<file path="config.mk">
export PLATFORM = sky130hd
export DESIGN_NAME = dmem_arbiter
export DESIGN_NICKNAME = d
export VERILOG_FILES = /design/src/rtl/dmem_arbiter.sv
export SDC_FILE = /design/constraint.sdc
export NUM_CORES = 1
export LEC_CHECK = 0
export CORE_MARGIN = 2
export CORE_UTILIZATION = 34
export CTS_CLUSTER_SIZE = 14
export DETAILED_ROUTE_END_ITERATION = 16
export GPL_ROUTABILITY_DRIVEN = 0
export PLACE_DENSITY = 0.81
export SETUP_SLACK_MARGIN = 0.2
export SYNTH_ARGS = -nofsm -noshare
export SYNTH_HDL_FRONTEND = slang
export SYNTH_SLANG_ARGS = --single-unit
</file>
<file path="constraint.sdc">
create_clock -name CLK -period 2.9 [get_ports CLK]
set_input_delay 0.87 -clock CLK [delete_from_list [all_inputs] [get_ports CLK]]
set_output_delay 0.87 -clock CLK [all_outputs]
set_load 0.01 [all_outputs]
</file>
<file path="src/rtl/dmem_arbiter.sv">
// rtl/dmem_arbiter.sv - core/host arbiter for the single-port data_mem
// Core has fixed priority; a saturating starvation counter forces a host slot.
module dmem_arbiter #(
  parameter int AW     = 8,
  parameter int DW     = 8,
  parameter int STARVE = 4
) (
  input  logic          CLK,
  input  logic          start,
  input  logic          core_req,
  input  logic          core_we,
  input  logic [AW-1:0] core_addr,
  input  logic [DW-1:0] core_wdata,
  output logic          core_stall,
  output logic          core_rvalid,
  output logic [DW-1:0] core_rdata,
  input  logic          host_req,
  input  logic          host_we,
  input  logic [AW-1:0] host_addr,
  input  logic [DW-1:0] host_wdata,
  output logic          host_gnt,
  output logic          host_rvalid,
  output logic [DW-1:0] host_rdata,
  output logic [AW-1:0] mem_addr,
  output logic          mem_we,
  output logic [DW-1:0] mem_wdata,
  input  logic [DW-1:0] mem_rdata
);

  localparam logic [3:0] STARVE_C = 4'(STARVE);

  logic [3:0]    wait_cnt_q, wait_cnt_d;
  logic          core_rvalid_q, host_rvalid_q;
  logic [DW-1:0] core_rdata_q, host_rdata_q;
  logic          force_host, core_gnt;

  assign force_host = host_req && (wait_cnt_q == STARVE_C);
  assign host_gnt   = !start && host_req && (!core_req || force_host);
  assign core_gnt   = !start && core_req && !host_gnt;
  assign core_stall = core_req && !core_gnt;

  always_comb begin
    mem_addr  = core_addr;
    mem_we    = 1'b0;
    mem_wdata = '0;
    if (host_gnt) begin
      mem_addr  = host_addr;
      mem_we    = host_we;
      mem_wdata = host_wdata;
    end else if (core_gnt) begin
      mem_addr  = core_addr;
      mem_we    = core_we;
      mem_wdata = core_wdata;
    end
  end

  always_comb begin
    wait_cnt_d = wait_cnt_q;
    if (host_gnt)
      wait_cnt_d = 4'd0;
    else if (host_req && (wait_cnt_q != STARVE_C))
      wait_cnt_d = wait_cnt_q + 4'd1;
  end

  always_ff @(posedge CLK) begin
    if (start) begin
      wait_cnt_q    <= 4'd0;
      core_rvalid_q <= 1'b0;
      host_rvalid_q <= 1'b0;
      core_rdata_q  <= '0;
      host_rdata_q  <= '0;
    end else begin
      wait_cnt_q    <= wait_cnt_d;
      core_rvalid_q <= core_gnt && !core_we;
      host_rvalid_q <= host_gnt && !host_we;
      if (core_gnt && !core_we)
        core_rdata_q <= mem_rdata;
      if (host_gnt && !host_we)
        host_rdata_q <= mem_rdata;
    end
  end

  // A reset landing in the return cycle kills the pending rvalid immediately.
  assign core_rvalid = core_rvalid_q && !start;
  assign host_rvalid = host_rvalid_q && !start;
  assign core_rdata  = core_rdata_q;
  assign host_rdata  = host_rdata_q;

endmodule

</file>
Yosys cells after proc, flatten, opt, wreduce, memory -nomap -nowiden

Cells that the tools add are included.

Flip-flop bits (word level): 22
Bits of input ports: 46

Add/sub/neg operators: 1
Eq/ne operators: 2
Mux-type cells: 5
Reductions and logical operators: 19

Operator list:

| kind                                                                     | count |
|---|---|
| 8-bit 2-to-1 mux                                                         | 3 |
| 1-bit logical AND                                                        | 11 |
| 1-bit logical NOT                                                        | 6 |
| 4-bit by 1-bit adder with 4-bit output (second input constant)           | 1 |
| 4-bit by 3-bit == test with 1-bit output (second input constant)         | 1 |
| 4-bit by 3-bit inequality test with 1-bit output (second input constant) | 1 |
| 1-bit 2-to-1 mux                                                         | 2 |
| 2-bit OR reduction                                                       | 1 |
| 1-bit logical OR                                                         | 1 |

Depth between registers and ports, before layout

Gate-level depths: netlist of run 1.

Word-level depth: 8
Gate-level depth with buffers: 7
Mapped depth without buffers: 6

Worst setup path after synthesis of run 1

Ideal clock, no wire load.

Path type: input-to-output
Start: in start
End: out mem_addr[0]
Arrival: 1.825 ns
Required time: 2.030 ns
Setup slack: 0.205 ns
Stages: 4
Path buffers: 2
Cells stage by stage: clkbuf_1 nor3_2 buf_4 mux2_1

Longest elaborated chain between the ends: 4

Ends and longest elaborated chain:

| element                         | RTL line | RTL |
|---|---|---|
| from (decl)                     | 9        | `input logic start,` |
| 1-bit logical NOT               | 38       | `assign host_gnt = !start && host_req && (!core_req \|\| force_host);` |
| 1-bit logical AND (2 in series) | 38       |  |
| 8-bit 2-to-1 mux                | 46       | `if (host_gnt) begin` |
| to (decl)                       | 24       | `output logic [AW-1:0] mem_addr,` |

No other way between the ends.

Worst setup path in the final report of run 1

Start: in core_req
End: out mem_wdata[1]

Longest elaborated chain between the ends: 7

Ends and longest elaborated chain:

| element            | RTL line | RTL |
|---|---|---|
| from (decl)        | 10       | `input logic core_req,` |
| 1-bit logical NOT  | 38       |  |
| 1-bit logical OR   | 38       |  |
| 1-bit logical AND  | 38       |  |
| 1-bit logical NOT  | 39       | `assign core_gnt = !start && core_req && !host_gnt;` |
| 1-bit logical AND  | 39       |  |
| 8-bit 2-to-1 mux   | 50       | `end else if (core_gnt) begin` |
| 8-bit 2-to-1 mux * | 46       |  |
| to (decl)          | 26       | `output logic [DW-1:0] mem_wdata,` |

Mark *: on every way between the ends. The rest lies on a longest branch, timed or not.

==> results of run 1 <==
-- repair_timing --
action                     in CTS  in global routing
hold endpoints to repair        0                  0
setup endpoints to repair      21                 19
gates resized for setup       133                  2
pin swaps                      10                  5
buffers inserted               11                  0
-- area by class of cell --
cell class	instances	area [um^2]
Clock inverter	1	30.0
Multi-Input combinational cell	77	669
Inverter	4	17.5
Sequential cell	22	443
Clock buffer	3	22.5
Timing Repair Buffer	114	1080
Tap cell	44	55.1
Fill cell	228	756
-- state kept, by name, summed over array words and instances, names as in the netlist --
signal / cells
host_rdata: 8
wait_cnt_q: 4
core_rvalid_q: 1
host_rvalid_q: 1
core_rdata: 8
-- cells by family (layout without fill, tap and decap cells) --
logic type | after synthesis | in the layout | share of synthesized area [%]
AND/OR/NAND/NOR | 32 | 32 | 13.8
multiplexers | 24 | 24 | 22.5
flip-flops | 22 | 22 | 39.7
AO/OA/AOI/OAI | 19 | 19 | 16.2
buffers and inverters | 11 | 122 | 5.52
adder cells (fa/ha/maj) | 2 | 2 | 2.25
-- Yosys cell counts --
library cell,n,area [um^2]
o21a_1,1,7.51
a21oi_1,3,15.0
nor2_1,18,67.6
or3_1,1,6.26
buf_2,1,5.00
a22o_1,9,78.8
inv_1,4,15.0
nand3_1,4,20.0
clkbuf_1,3,11.3
nor2b_2,1,8.76
buf_4,1,7.51
dfxtp_1,22,440
and2_4,1,8.76
o31ai_1,1,7.51
ha_1,2,25.0
a2111oi_4,1,27.5
nand3b_1,1,7.51
a2111oi_2,1,15.0
mux2_1,8,90.1
nor2b_1,2,12.5
a211oi_2,1,12.5
buf_6,2,22.5
nor3_2,1,10.0
a211oi_1,1,7.51
nand2_1,3,11.3
mux2i_1,16,160
a21oi_2,1,8.76
-- power by group --
part	total (uW)	switching [uW]	internal, uW
combinational	233	84.3	149
sequential	315	4.29	310
clock	225	85.4	140
-- stage by stage --
stage                     cells  hold slack (ns)  cell area, um^2  TNS (ns)  utilization, %
after floorplan             110            0.462             1110         0               -
after global placement      250            0.478             2100    -11.07            68.1
after detailed placement    250            0.483             2100    -11.73            68.1
after CTS                   265            0.519             2310         0            75.1
after global routing        265            0.538             2320         0            75.4
final                       265            0.514             2320         0            75.4
-- worst paths after layout --
path / start / endpoint / slack, ns / cells after the start
worst max register to register: wait_cnt_q[1] / core_rdata[3] / 1.16 / 8
worst min-delay path: core_rdata[2] / core_rdata[2] / 0.51 / 2
worst min register to register: core_rdata[2] / core_rdata[2] / 0.51 / 2
worst max-delay path: core_req / mem_wdata[1] / 0.1 / 9
-- critical path, cell delays in order --
cell,delay [ns]
buf_6,0.08
inv_4,0.03
a21oi_4,0.14
nor3_4,0.05
buf_4,0.13
buf_6,0.12
buf_12,0.13
a22o_1,0.24
buf_6,0.13
-- metal layers --
metal	track usage [%]	up-vias
li1	-	609
met1	20.1	602
met2	47.3	66
met3	6.09	2
met4	4.66	0
met5	0	-
==> flow_summary.ini, run 1 <==
[timing]
worst_slew_pin_slew_ns = 0.296
rsz0062_at_grt = true
hold_viol_final = 0
clock_skew_ns = 0.0141
min_period_ns = 2.80
setup_violations = 0
relSlewSlack_pct = 80.3
setup_ws_ns = 0.0964
fmax_mhz = 357
drv_slew = 0
fin_crit_sh_pct = 96.7

[run]
max_cap_violations = 0

[placed_design]
post-place-ws_ns = -0.665
hpwl_um = 3210
portBuffers = 82

[clocking]
cts_sinks = 22
clk_path_buf_depth = 2
hold_buffers = 0
clkLatencyLatePin_ns = 0.30
clockRootBuffer = clkbuf_4
numCtsBuffers = 3
cts_tree = yes
htreeDepth = 1
clk_pin_slew_ns = 0.10

[final_layout]
fin_nets = 270
final_common_cell = clkdlybuf4s50_1
final_cell_mix = 58 x clkdlybuf4s50_1, 23 x buf_6, 23 x buf_4, 20 x dfxtp_1, 18 x nor2_1
syn2layout_area_growth_pct = 109
num_antenna_cells = 0
drive_above_1_share_pct = 36.2

[synth]
synth_seq_cells = 22
yosys_warnings = 0
synth.yosys.seq_area_share_pct = 39.7
syn_area_per_cell_um2 = 10.1
syn_nets = 158
netlist_instances = 110
synth_cell_type_count = 27
synthesis.area_mm2 = 0.00111

[route]
top_layer_used = met4
wl_per_cell_um = 16.1
dr_wl_met2_um = 2280
drc = 0
ant_nets = 0
wl_met3_um = 541
vias = 1279
via_per_inst = 4.83
drt-initial-drc-count = 26
drt-pass1-iter-count = 4
drt_wl_total_um = 4270
met1Wirelength_um = 1440

[global_route]
grt.overflow.total = 0
antenna_found_initial = 0
track_usage_pct = 22.2
grt_max_degree = 21
grt_pass1_wl_um = 6070
grt_pass1_vias = 1304

[power]
p_leak_uw = 0.000972
power_uw = 773
power_density_mw_per_mm2 = 333
irDropWorstVdd_mv = 0.246

[floorplan]
dieArea_mm2 = 0.00374
die_h_um = 61.1
start_util_pct = 36.1
rows = 20
die_w_um = 61.1
core_area_mm2 = 0.00308
io_pins = 83

[setup_path]
critPathRequiredTime_ns = 2.03
arrival_ns = 1.93
startpoint_type = input port
path_max_fanout = 9
critPathKind = input port to primary output
crit_path_end_kind = primary output

[outcome]
status = finished clean

[worst_hold_path]
min_path_type = flop to flop
Power figures use the tool's default switching activity.
==> run 2, diff against run 1 <==
--- a/config.mk
+++ b/config.mk
@@ -11,6 +11,7 @@
 export DETAILED_ROUTE_END_ITERATION = 16
 export GPL_ROUTABILITY_DRIVEN = 0
 export PLACE_DENSITY = 0.81
+export RECOVER_POWER = 25
 export SETUP_SLACK_MARGIN = 0.2
 export SYNTH_ARGS = -nofsm -noshare
 export SYNTH_HDL_FRONTEND = slang
==> flow_summary.ini, run 2 (synthesis gave the netlist of run 1 again) <==
[outcome]
status = finished clean

[timing]
relSlewSlack_pct = 55.5
rsz0062_at_grt = true
drv_slew = 0
clock_skew_ns = 0.0130
setup_ws_ns = 0.0977
hold_viol_final = 0
setup_violations = 0
tns_ns = 0
worst_slew_pin_slew_ns = 0.651
fin_crit_sh_pct = 96.6
min_period_ns = 2.80
fmax_mhz = 357

[power]
power_uw = 767
power_density_mw_per_mm2 = 336
p_leak_uw = 0.000952
irDropWorstVdd_mv = 0.244

[final_layout]
final_common_cell = clkdlybuf4s50_1
final_cell_mix = 57 x clkdlybuf4s50_1, 23 x buf_6, 20 x dfxtp_1, 18 x nor2_1, 18 x buf_4
syn2layout_area_growth_pct = 106
num_antenna_cells = 0
fin_nets = 270
final_core_util_pct = 74.3
drive_above_1_share_pct = 33.5

[floorplan]
io_pins = 83
die_w_um = 61.1
core_area_mm2 = 0.00308
die_h_um = 61.1
start_util_pct = 36.1
rows = 20
dieArea_mm2 = 0.00374

[setup_path]
reg2reg_to = core_rdata[3]
reg2regPathDepth = 8
r2r-start = wait_cnt_q[1]
critPathKind = input port to primary output
startpoint_type = input port
max_stage_delay_ns = 0.24
crit_path_end_kind = primary output
crit_top_cell = buf_6
path_max_fanout = 9
arrival_ns = 1.93
cp_cell_sequence = buf_6, inv_4, a21oi_4, nor3_4, buf_4, buf_6, buf_12, a22o_1, buf_6
critPathRequiredTime_ns = 2.03
cpMaxStageDelayCell = a22o_1
reg2reg_slack_ns = 0.67

[route]
drc = 0
drt_wl_total_um = 4260
drt-pass1-iter-count = 6
via_per_inst = 4.88
drt-initial-drc-count = 32
ant_nets = 0
wl_per_cell_um = 16.1
vias = 1292

[clocking]
cts_sinks = 22
clkLatencyLatePin_ns = 0.30
clk_pin_slew_ns = 0.10
clockRootBuffer = clkbuf_4
numCtsBuffers = 3
cts_tree = yes
clk_path_buf_depth = 2
htreeDepth = 1
hold_buffers = 0

[global_route]
grt_max_degree = 21
antenna_found_initial = 0
grt_pass1_vias = 1304
track_usage_pct = 22.2
grt.overflow.total = 0
grt_pass1_wl_um = 6070

[placed_design]
hpwl_um = 3210
portBuffers = 82
post-place-ws_ns = -0.665

[worst_hold_path]
min_path_type = flop to flop
holdPathEnd = core_rdata[2]
whs_path_depth = 2
min_from = core_rdata[2]

[run]
max_cap_violations = 0
[run 2: what timing repair did]
item	in CTS	in global routing
setup buffers	11	0
pin swaps	10	5
endpoints found under the setup margin	21	19
gates resized for setup	133	2
cloned	0	0
[run 2: layout make-up]
cell class,instances,area (um^2)
clock buffers,3,22.5
clock inverters,1,30.0
fillers,233,792
inverters,4,17.5
multi-input cells,77,648
flip-flops and latches,22,443
well taps,44,55.1
repair buffers,114,1070
[run 2: worst max path at each step]
| stage | startpoint | end | slack, ns | cells after the start |
|---|---|---|---|---|
| after floorplan | start | mem_addr[0] | 0.21 | 4 |
| after global placement | host_req | mem_addr[3] | -0.58 | 6 |
| after detailed placement | host_req | mem_addr[6] | -0.66 | 6 |
| after CTS | wait_cnt_q[1] | mem_addr[4] | 0.07 | 9 |
| after global routing | wait_cnt_q[1] | mem_wdata[0] | 0.02 | 10 |
| final | core_req | mem_wdata[1] | 0.1 | 9 |
[run 2: stage by stage]
stage | instance area [um^2] | hold slack, ns | cells
after floorplan | 1110 | 0.462 | 110
after global placement | 2100 | 0.478 | 250
final | 2290 | 0.515 | 265
after global routing | 2290 | 0.538 | 265
after CTS | 2310 | 0.519 | 265
after detailed placement | 2100 | 0.483 | 250
[run 2: metal layers]
metal / wire [um] / global-route usage (%)
met2: 2280 / 47.3
met1: 1390 / 20.1
met4: 16 / 4.66
met5: 0 / 0
met3: 574 / 6.09
[run 2: critical path: cells and delay by family]
kind	cells	cell delay, ns
AO/OA/AOI/OAI	2	0.38
AND/OR/NAND/NOR	1	0.06
buffers and inverters	6	0.62
[run 2: where the power goes]
| group | total (uW) | switching [uW] | internal [uW] |
|---|---|---|---|
| logic | 228 | 82.6 | 146 |
| clock network | 224 | 84.7 | 140 |
| registers | 315 | 4.21 | 310 |
| total | 767 | 172 | 596 |
==> run 3, diff against run 2 <==
--- a/config.mk
+++ b/config.mk
@@ -10,6 +10,7 @@
 export CTS_CLUSTER_SIZE = 14
 export DETAILED_ROUTE_END_ITERATION = 16
 export GPL_ROUTABILITY_DRIVEN = 0
+export HOLD_SLACK_MARGIN = 0.03
 export PLACE_DENSITY = 0.81
 export RECOVER_POWER = 25
 export SETUP_SLACK_MARGIN = 0.2
==> results of run 3 <==
Same layout as run 2: the final DEF is identical, and so are final timing and power.
